**src/rtl/tdc_ctrl_pkg.sv**
```systemverilog
// Shared types and constants for the TDC start/stop pair sequencer.
package tdc_ctrl_pkg;

  localparam int TS_W_DEF = 37;
  localparam int CNT_W    = 16;
  localparam logic [CNT_W-1:0] CNT_MAX = 16'hFFFF;

  // Pair sequencer states; IDLE is the only non-busy state.
  typedef enum logic [2:0] {
    IDLE      = 3'd0,
    WAIT_STOP = 3'd1,
    SEND_A    = 3'd2,
    SEND_B    = 3'd3,
    HOLD      = 3'd4
  } state_t;

  // Number of strobes present in one cycle (0, 1 or 2), used for lost-event counting.
  function automatic logic [1:0] evt_count(input logic a, input logic b);
    return {1'b0, a} + {1'b0, b};
  endfunction

endpackage

```
**src/rtl/sat_cnt.sv**
```systemverilog
// Saturating event counter: adds 0, 1 or 2 per cycle, sticks at all-ones,
// and a clear wins over any increment in the same cycle.
module sat_cnt
  import tdc_ctrl_pkg::*;
#(
  parameter int W = CNT_W
) (
  input  logic         clk,
  input  logic         rst,
  input  logic         clr_i,
  input  logic [1:0]   inc_i,
  output logic [W-1:0] cnt_o
);

  logic [W-1:0] cnt_q;
  logic [W-1:0] cnt_d;
  logic [W:0]   sum;

  // Next count: clear first, otherwise add with saturation on carry-out.
  always_comb begin
    sum   = {1'b0, cnt_q} + (W+1)'(inc_i);
    cnt_d = cnt_q;
    if (clr_i) begin
      cnt_d = '0;
    end else if (sum[W]) begin
      cnt_d = '1;
    end else begin
      cnt_d = sum[W-1:0];
    end
  end

  // Count register with synchronous active-low reset.
  always_ff @(posedge clk) begin
    if (!rst) begin
      cnt_q <= '0;
    end else begin
      cnt_q <= cnt_d;
    end
  end

  assign cnt_o = cnt_q;

endmodule

```
**src/rtl/tdc_pair_ctrl.sv**
```systemverilog
// TDC pair sequencer: pairs a start timestamp with the next stop timestamp,
// enforces a stop timeout, emits the pair as two back-to-back beats and then
// holds off so the downstream subtractor can finish. Counts good pairs and
// lost/orphan events.
//
// Interface semantics: start_valid/stop_valid are one-cycle strobes with the
// timestamp valid in the same cycle; there is no backpressure in either
// direction. out_dval is a one-cycle beat strobe qualifying out_mlt; the
// downstream must accept every beat. out_mlt holds its value between beats.
module tdc_pair_ctrl
  import tdc_ctrl_pkg::*;
#(
  parameter int TS_W    = TS_W_DEF,
  parameter int TIMEOUT = 4096,
  parameter int HOLDOFF = 2,
  parameter int GATE_EN = 1
) (
  input  logic             clk,
  input  logic             rst,
  input  logic             enable,
  input  logic             gate,
  input  logic             start_valid,
  input  logic [TS_W-1:0]  start_ts,
  input  logic             stop_valid,
  input  logic [TS_W-1:0]  stop_ts,
  input  logic             clr_cnt,
  output logic             out_dval,
  output logic [TS_W-1:0]  out_mlt,
  output logic             busy,
  output logic             timeout_p,
  output logic [CNT_W-1:0] pair_cnt,
  output logic [CNT_W-1:0] lost_cnt,
  output state_t           dbg_state
);

  localparam logic [15:0] TIMER_LAST = 16'(TIMEOUT - 1);
  localparam logic [15:0] HOLD_LOAD  = 16'(HOLDOFF - 1);

  state_t          state_q, state_d;
  logic [TS_W-1:0] start_q, start_d;
  logic [TS_W-1:0] stop_q, stop_d;
  logic [15:0]     timer_q, timer_d;
  logic [15:0]     hold_q, hold_d;
  logic            dval_q, dval_d;
  logic [TS_W-1:0] mlt_q, mlt_d;
  logic            busy_q, busy_d;
  logic            tmo_q, tmo_d;

  logic            start_ok;
  logic            expire;
  logic [1:0]      lost_inc;
  logic [1:0]      pair_inc;

  // A start qualifies only while enabled and, when gating is on, inside the gate.
  assign start_ok = start_valid && enable && (gate || (GATE_EN == 0));

  // State and datapath registers; reset abandons any pair in flight.
  always_ff @(posedge clk) begin
    if (!rst) begin
      state_q <= IDLE;
      start_q <= '0;
      stop_q  <= '0;
      timer_q <= '0;
      hold_q  <= '0;
      dval_q  <= 1'b0;
      mlt_q   <= '0;
      busy_q  <= 1'b0;
      tmo_q   <= 1'b0;
    end else begin
      state_q <= state_d;
      start_q <= start_d;
      stop_q  <= stop_d;
      timer_q <= timer_d;
      hold_q  <= hold_d;
      dval_q  <= dval_d;
      mlt_q   <= mlt_d;
      busy_q  <= busy_d;
      tmo_q   <= tmo_d;
    end
  end

  // Next-state logic: pairing, re-trigger, abort, timeout and hold-off sequencing.
  always_comb begin
    state_d  = state_q;
    start_d  = start_q;
    stop_d   = stop_q;
    timer_d  = timer_q;
    hold_d   = hold_q;
    lost_inc = 2'd0;
    pair_inc = 2'd0;
    expire   = 1'b0;
    case (state_q)
      IDLE: begin
        if (start_ok) begin
          start_d = start_ts;
          timer_d = '0;
          state_d = WAIT_STOP;
        end
        // A stop with no pending start has nothing to pair with.
        if (stop_valid) begin
          lost_inc = 2'd1;
        end
      end
      WAIT_STOP: begin
        if (stop_valid) begin
          stop_d   = stop_ts;
          state_d  = SEND_A;
          lost_inc = {1'b0, start_valid};
        end else if (start_ok) begin
          start_d  = start_ts;
          timer_d  = '0;
          lost_inc = 2'd1;
        end else if (!enable) begin
          state_d  = IDLE;
          lost_inc = 2'd1;
        end else if (timer_q == TIMER_LAST) begin
          expire   = 1'b1;
          state_d  = IDLE;
          lost_inc = 2'd1;
        end else begin
          timer_d = timer_q + 16'd1;
        end
      end
      SEND_A: begin
        lost_inc = evt_count(start_valid, stop_valid);
        state_d  = SEND_B;
      end
      SEND_B: begin
        lost_inc = evt_count(start_valid, stop_valid);
        pair_inc = 2'd1;
        hold_d   = HOLD_LOAD;
        state_d  = HOLD;
      end
      HOLD: begin
        lost_inc = evt_count(start_valid, stop_valid);
        if (hold_q == 16'd0) begin
          state_d = IDLE;
        end else begin
          hold_d = hold_q - 16'd1;
        end
      end
      default: begin
        state_d = IDLE;
      end
    endcase
  end

  // Output logic: registered beats follow the state being entered, so a stop
  // at edge N produces the start beat after N and the stop beat after N+1.
  always_comb begin
    dval_d = 1'b0;
    mlt_d  = mlt_q;
    busy_d = (state_d != IDLE);
    tmo_d  = expire;
    if (state_d == SEND_A) begin
      dval_d = 1'b1;
      mlt_d  = start_q;
    end else if (state_d == SEND_B) begin
      dval_d = 1'b1;
      mlt_d  = stop_q;
    end
  end

  sat_cnt #(.W(CNT_W)) u_pair_cnt (
    .clk   (clk),
    .rst   (rst),
    .clr_i (clr_cnt),
    .inc_i (pair_inc),
    .cnt_o (pair_cnt)
  );

  sat_cnt #(.W(CNT_W)) u_lost_cnt (
    .clk   (clk),
    .rst   (rst),
    .clr_i (clr_cnt),
    .inc_i (lost_inc),
    .cnt_o (lost_cnt)
  );

  assign out_dval  = dval_q;
  assign out_mlt   = mlt_q;
  assign busy      = busy_q;
  assign timeout_p = tmo_q;
  assign dbg_state = state_q;

endmodule
```
**config.mk**
```make
export PLATFORM = sky130hd
export DESIGN_NAME = tdc_pair_ctrl
export DESIGN_NICKNAME = d
export VERILOG_FILES = /design/src/rtl/tdc_ctrl_pkg.sv /design/src/rtl/sat_cnt.sv /design/src/rtl/tdc_pair_ctrl.sv
export SDC_FILE = /design/constraint.sdc
export NUM_CORES = 1
export LEC_CHECK = 0
export ABC_CLOCK_PERIOD_IN_PS = 3010
export BUFFER_PORTS_ARGS = -buffer_cell sky130_fd_sc_hd__buf_2
export CORE_MARGIN = 5
export CORE_UTILIZATION = 48
export DETAILED_ROUTE_END_ITERATION = 8
export GPL_ROUTABILITY_DRIVEN = 0
export PLACE_DENSITY = 0.74
export SLEW_MARGIN = 20
export SYNTH_ARGS = -nofsm -noshare
export SYNTH_HDL_FRONTEND = slang
export SYNTH_SLANG_ARGS = --single-unit
```
**constraint.sdc**
```tcl
create_clock -name clk -period 3.01 [get_ports clk]
set_input_delay 0.1505 -clock clk [delete_from_list [all_inputs] [get_ports clk]]
set_output_delay 0.1505 -clock clk [all_outputs]
set_load 0.01 [all_outputs]
```
==> results of run 1 <==
sequential cells by signal, summed over array words and instances, names as in the netlist:
register and count:
dbg_state 3, u_pair_cnt.cnt_o 16, busy 1, timeout_p 1, out_dval 1, hold_q 16, timer_q 16, out_mlt 37
u_lost_cnt.cnt_o 16, start_q 37, stop_q 37
metal layers:
metal | share of wire (%) | routed length [um] | up-vias
met5 | 0 | 0 | -
met1 | 44 | 9270 | 3361
met3 | 7.6 | 1590 | 31
met4 | 1.7 | 361 | 0
met2 | 46 | 9620 | 237
li1 | - | - | 3618
placed cells by master, fill, tap and decap left out, types with 16 or more instances in the layout:
cell,Yosys,routed
nand2_1,173,173
dfxtp_1,181,181
nor3_1,125,123
xnor2_1,18,18
clkbuf_16,0,17
xor2_1,23,23
buf_2,4,155
o21ai_0,42,41
nand3_1,22,21
nand4_1,16,16
nor2_1,35,33
dlygate4sd3_1,0,71
a21oi_1,37,37
a21boi_0,74,74
path summary, 6_finish.rpt:
kind,slack (ps),depth (start not counted),from,end
worst max register to register,180,12,timer_q[12],u_lost_cnt.cnt_o[10]
worst max-delay path,180,12,timer_q[12],u_lost_cnt.cnt_o[10]
worst min-delay path,20,3,start_ts[36],start_q[36]
worst min register to register,460,2,stop_q[11],stop_q[11]
power groups by stage:
stage	registers, mW	logic [mW]	clock network [mW]
after floorplan	2.56	0.208	0
after global placement	2.55	0.382	0
after detailed placement	2.55	0.385	0
after CTS	2.50	0.459	2.12
after global routing	2.51	0.507	2.23
final	2.50	0.463	2.08
logic make-up after synthesis:
logic type | after synthesis | synth area share [%]
AND/OR/NAND/NOR | 444 | 28.3
flip-flops | 181 | 46.6
AO/OA/AOI/OAI | 180 | 14.9
buffers and inverters | 75 | 4.04
XOR/XNOR | 41 | 4.62
adder cells (fa/ha/maj) | 8 | 1.39
multiplexers | 1 | 0.129
through the flow:
stage	utilization [%]	hold WS (ps)	worst slack [ps]
after floorplan	-	295	29.2
after global placement	54.9	403	162
after detailed placement	54.9	408	91.3
after CTS	62.8	0.317	19.9
after global routing	62.9	6.12	23.5
final	62.9	15.3	185
cell type report:
type | count | area [um2] | area share (%)
Multi-Input combinational cell | 674 | 3880 | 38.8
Sequential cell | 181 | 3620 | 36.2
Timing Repair Buffer | 243 | 1640 | 16.4
Clock buffer | 18 | 439 | 4.39
Tap cell | 216 | 270 | 2.70
Clock inverter | 13 | 109 | 1.09
Inverter | 9 | 35.0 | 0.350
critical path, stage by stage, from the launching register on:
cell and delay (ps):
dfxtp_1 350, or4b_4 540, nor4_4 170, o21ai_1 100, o211ai_1 110, ha_1 200
inv_1 70, fa_2 380, nor2_2 110, and3_4 220, nand3_2 130, buf_4 200
a21oi_1 150
timing repair:
| action | 4_1_cts | 5_1_grt |
|---|---|---|
| endpoints found under the setup margin | 0 | 24 |
| gates resized for setup | 0 | 3 |
| hold buffers | 71 | 0 |
| setup buffers | 0 | 1 |
| hold endpoints to repair | 71 | 0 |
==> results.cfg, run 1 <==
[status]
run_status = completed

[pwr]
total_power_mw = 5.05
ir_worst_vdd_v = 0.000423
power.density_nw_per_um2 = 505
p_seq_share_pct = 49.5
p_sw_mw = 1.28
combPwrFrac_pct = 9.2
cellInternalPower_mw = 3.77
power.share.switching_pct = 25.3
pwr-share-clk_pct = 41.3
p_leak_nw = 3.94

[worst_setup_path]
required_ps = 3350
crit_path_start_kind = flip-flop
worst-path-max-fanout = 9
worstSetupPathType = reg2reg
end_kind = flip-flop
arrival_ps = 3160

[placement]
hpwl_mm = 12.6
placed_cells = 1251
port_buffers = 155
placed_cell_area_um2 = 8720

[logic_synthesis]
async_flop_share_pct = 0
syn_inst = 930
ys_seq_area_share_pct = 46.6
synth.most_common_cell = dfxtp_1
synthTopCellsByCount = 181 x dfxtp_1, 173 x nand2_1, 125 x nor3_1
synth_edf_count = 0
synth.avg_cell_area_um2 = 8.35
synth.ff_latch_count = 181
yosys.cell_types.count = 62
yosysWarnings = 0
synth.top_cell.area_share_pct = 46.6
synth_area_leader_cell = dfxtp_1
synth.area.top_cells = dfxtp_1 47%, nand2_1 8.4%, nor3_1 8.1%, a21boi_0 7.2%, o21ai_0 2.7%
syn_nets = 1019
synth_ff_type = dfxtp_1
synth_area_um2 = 7770

[floorplanning]
rows = 46
fp.coreArea_um2 = 15900
die-area_um2 = 18800
die_width_um = 137
ioPinCount = 156
die_y_um = 137
initial_utilization_pct = 48.9

[clock_network]
cts-buffers-inserted = 17
cts_tree = done
htreeDepth = 4
ctsRootBufferMaster = clkbuf_16
cts_buffer_depth = 2
clkLatencyLatePin_ps = 430
clk_pin_slew_ps = 70
clock-sinks = 181

[timing]
relSlewSlack_pct = 51.1
fin_setup_tns_ps = 0
final-max-slew-violation-count = 0
setup_viol = 0
finalHoldViolCount = 0
min_period_ps = 2830
fmax_mhz = 354
worst_slew_pin_slew_ps = 727
min_period_over_period_pct = 93.9
skew_ps = 7.63
rsz0062_at_grt = no

[global_route]
grt.met1_usage_pct = 29.2
use_met3_pct = 6.28
first_global_vias = 6806
busiest_layer = met2
grt_overflow = 0
grt_max_degree = 100
antenna_found_initial = 0
track_usage_pct = 22.4
grt_pass1_wl_mm = 33.9
use_met2_pct = 35.8

[layout]
stdcell_area_um2 = 10000
layout-drive-gt1-share_pct = 20.0
nNetsFinal = 1215
antenna_cells = 0
instances_no_fill = 1354
fill_cells = 1371
syn_to_final_growth_pct = 28.7

[route]
drtIter0Drc = 443
drtPass1Iterations = 4
vias = 7247
via_per_inst = 5.35
drc = 0
wire_per_inst_um = 15.4
wirelength_mm = 20.8
ant_nets = 0

[worst_hold_path]
hp-class = in2reg

[run]
maxCapViolCount = 0
Power figures use the tool's default switching activity.
==> run 2, diff against run 1 <==
--- a/config.mk
+++ b/config.mk
@@ -5,13 +5,14 @@
 export SDC_FILE = /design/constraint.sdc
 export NUM_CORES = 1
 export LEC_CHECK = 0
+export ABC_AREA = 1
 export ABC_CLOCK_PERIOD_IN_PS = 3010
 export BUFFER_PORTS_ARGS = -buffer_cell sky130_fd_sc_hd__buf_2
 export CORE_MARGIN = 5
 export CORE_UTILIZATION = 48
 export DETAILED_ROUTE_END_ITERATION = 8
 export GPL_ROUTABILITY_DRIVEN = 0
-export PLACE_DENSITY = 0.74
+export PLACE_DENSITY = 0.73
 export SLEW_MARGIN = 20
 export SYNTH_ARGS = -nofsm -noshare
 export SYNTH_HDL_FRONTEND = slang
==> run 2 against run 1 <==
Against the previous run: the flow now finishes with violations (negative hold slack); register-to-register slack about the same; sequential share of layout area is 0.65 points lower; worst setup slack improved by 7.7 ps; global-route usage down 0.76 points; sequential power down 2%; die area is 5.2% higher; synthesized cell count is 24% higher; maximum frequency up 0.27%; clock power is 2% lower; worst hold slack got worse by 18 ps; non-clock buffer count decreased by 18; first-iteration DRC count grew 55%; critical path type unchanged.
==> results.cfg, run 2 <==
[global_route]
grt_max_degree = 88
track_usage_pct = 21.6
grt_pass1_wl_mm = 35.2
antenna_found_initial = 2
grt_overflow = 0
first_global_vias = 7161

[timing]
min_period_over_period_pct = 93.6
relSlewSlack_pct = 30.9
min_period_ps = 2820
final-max-slew-violation-count = 0
fmax_mhz = 355
whs_ps = -3.04
skew_ps = 9.08
fin_setup_tns_ps = 0
setup_viol = 0
finalHoldViolCount = 1
worst_slew_pin_slew_ps = 1040

[worst_setup_path]
crit_path_start_kind = flip-flop
required_ps = 3380
worstSetupPathType = reg2reg
r2r-end = u_lost_cnt.cnt_o[14]
crit_path_cell_trace = ha_4 -> nand3_2 -> inv_2 -> nand2_2 -> inv_2 -> nand2_1 -> nand2_1 -> o21ai_0 -> nand3_1 -> ha_2 -> inv_1 -> fa_2 -> inv_1 -> nand3_2 -> nor2_4 -> nand3_4 -> nor2_4 -> nand2_1 -> o21ai_1 -> nand3_1 -> inv_1
crit_end = u_lost_cnt.cnt_o[14]
rr_worst_depth = 21
arrival_ps = 3190
slowest_delay_ps = 370
end_kind = flip-flop
slowest_stage = dfxtp_1
startpoint = timer_q[0]
worst-path-max-fanout = 3
r2r_start = timer_q[0]
r2r_setup_slack_ps = 190

[layout]
syn_to_final_growth_pct = 24.2
final_core_util_pct = 61.0
instances_no_fill = 1578
fill_cells = 1558
mostFrequentLayoutCells = 283 x nand2_1, 179 x dfxtp_1, 155 x buf_2
nNetsFinal = 1435
layout-drive-gt1-share_pct = 19.8
final_common_cell = nand2_1

[floorplanning]
die-area_um2 = 19800
initial_utilization_pct = 49.1
die_y_um = 141
ioPinCount = 156
rows = 47
die_width_um = 141
fp.coreArea_um2 = 16700

[logic_synthesis]
synth.area.top_cells = dfxtp_1 44%, nand2_1 13%, a21oi_1 8.0%, inv_1 5.7%, nor2_1 5.0%
synth_area_um2 = 8210
synthTopCellsByCount = 283 x nand2_1, 181 x dfxtp_1, 131 x a21oi_1
async_flop_share_pct = 0
syn_inst = 1155
synth.top_cell.area_share_pct = 44.2
syn_nets = 1244
synth_area_leader_cell = dfxtp_1
synth.ff_latch_count = 181
synth.avg_cell_area_um2 = 7.10
synth_ff_type = dfxtp_1
yosys.cell_types.count = 39
ys_seq_area_share_pct = 44.2
yosysWarnings = 0
synth_edf_count = 0
synth.most_common_cell = nand2_1

[route]
via_per_inst = 5.08
drtIter0Drc = 688
wire_per_inst_um = 14.0
drc = 0
vias = 8022
drtPass1Iterations = 5
wirelength_mm = 22.1
ant_nets = 0

[worst_hold_path]
hp-class = in2reg

[pwr]
ir_worst_vdd_v = 0.000418
cellInternalPower_mw = 3.66
power.density_nw_per_um2 = 472
combPwrFrac_pct = 6.8
pwr-share-clk_pct = 42.2
total_power_mw = 4.80
p_sw_mw = 1.14
p_seq_share_pct = 51.0
p_leak_nw = 4.27
power.share.switching_pct = 23.8

[clock_network]
cts_buffer_depth = 2
ctsRootBufferMaster = clkbuf_16
clkLatencyLatePin_ps = 420
cts-buffers-inserted = 17
htreeDepth = 4
clk_pin_slew_ps = 60
cts_tree = done
clock-sinks = 181

[status]
violations = negative hold slack
run_status = finished, violations left

[placement]
port_buffers = 155
placed_cells = 1498
hpwl_mm = 14.7

[run]
maxCapViolCount = 0
run 2: worst min-delay path by stage:
stage                       startpoint           to  slack (ps)  cells after the start
after floorplan            stop_ts[11]   stop_q[11]         300                      2
after global placement     start_ts[9]   start_q[9]         400                      3
after detailed placement   start_ts[9]   start_q[9]         410                      3
after CTS                   stop_ts[5]    stop_q[5]         0.8                      3
after global routing      start_ts[28]  start_q[28]           3                      3
final                     start_ts[28]  start_q[28]          -3                      3
run 2: layout make-up:
type	count	area, um2	share of cell area, %
Clock inverter	10	76.3	0.749
Multi-Input combinational cell	787	3830	37.6
Inverter	134	505	4.96
Antenna cell	2	5.00	0.0491
Timing Repair Buffer	225	1420	13.9
Tap cell	220	275	2.70
Sequential cell	181	3630	35.6
Clock buffer	19	453	4.45
run 2: metal layers:
metal | GRT usage (%) | share of wire, % | vias up
li1 | - | - | 4096
met1 | 29.8 | 46 | 3650
met2 | 33.3 | 46 | 233
met3 | 4.03 | 5.5 | 43
met4 | 9.23 | 2.6 | 0
met5 | 0 | 0 | -
run 2: critical path: cells and delay by family, from the launching register on:
kind            cells  cell delay, ps
flops               1             370
buf+inv             5             340
simple gates       11            1140
compound gates      2             230
fa+ha+maj           3             690
run 2: power groups by stage:
stage          clock network (mW)  registers, mW  logic, mW
2_1_floorplan                   0           2.50      0.177
3_5_place_dp                    0           2.50      0.273
3_3_place_gp                    0           2.50      0.273
6_report                     2.03           2.45      0.325
5_1_grt                      2.18           2.45      0.360
4_1_cts                      2.07           2.45      0.323
run 2: what timing repair did:
item | CTS | global route
hold endpoints to repair | 47 | 0
resized for setup | 2 | 20
pin swaps | 0 | 6
setup buffers | 0 | 2
hold buffers | 47 | 0
setup endpoints to repair | 12 | 16
run 2: cells by family (layout without fill, tap and decap cells):
logic type / count (synthesis) / count (layout) / synth area share [%]
flip-flops: 181 / 181 / 44.2
adder cells (fa/ha/maj): 8 / 8 / 1.31
AND/OR/NAND/NOR: 514 / 514 / 26.9
buffers and inverters: 187 / 388 / 10.1
AO/OA/AOI/OAI: 250 / 250 / 15.9
XOR/XNOR: 15 / 15 / 1.60
other: 0 / 2 / 0
run 2: metrics by stage:
| stage | setup WS [ps] | area (um2) |
|---|---|---|
| floorplan | 238 | 8210 |
| finish | 192 | 10200 |
| global placement | 91.2 | 9090 |
| detailed placement | -52.1 | 9090 |
| global route | -46.6 | 10200 |
| CTS | 0.715 | 10100 |
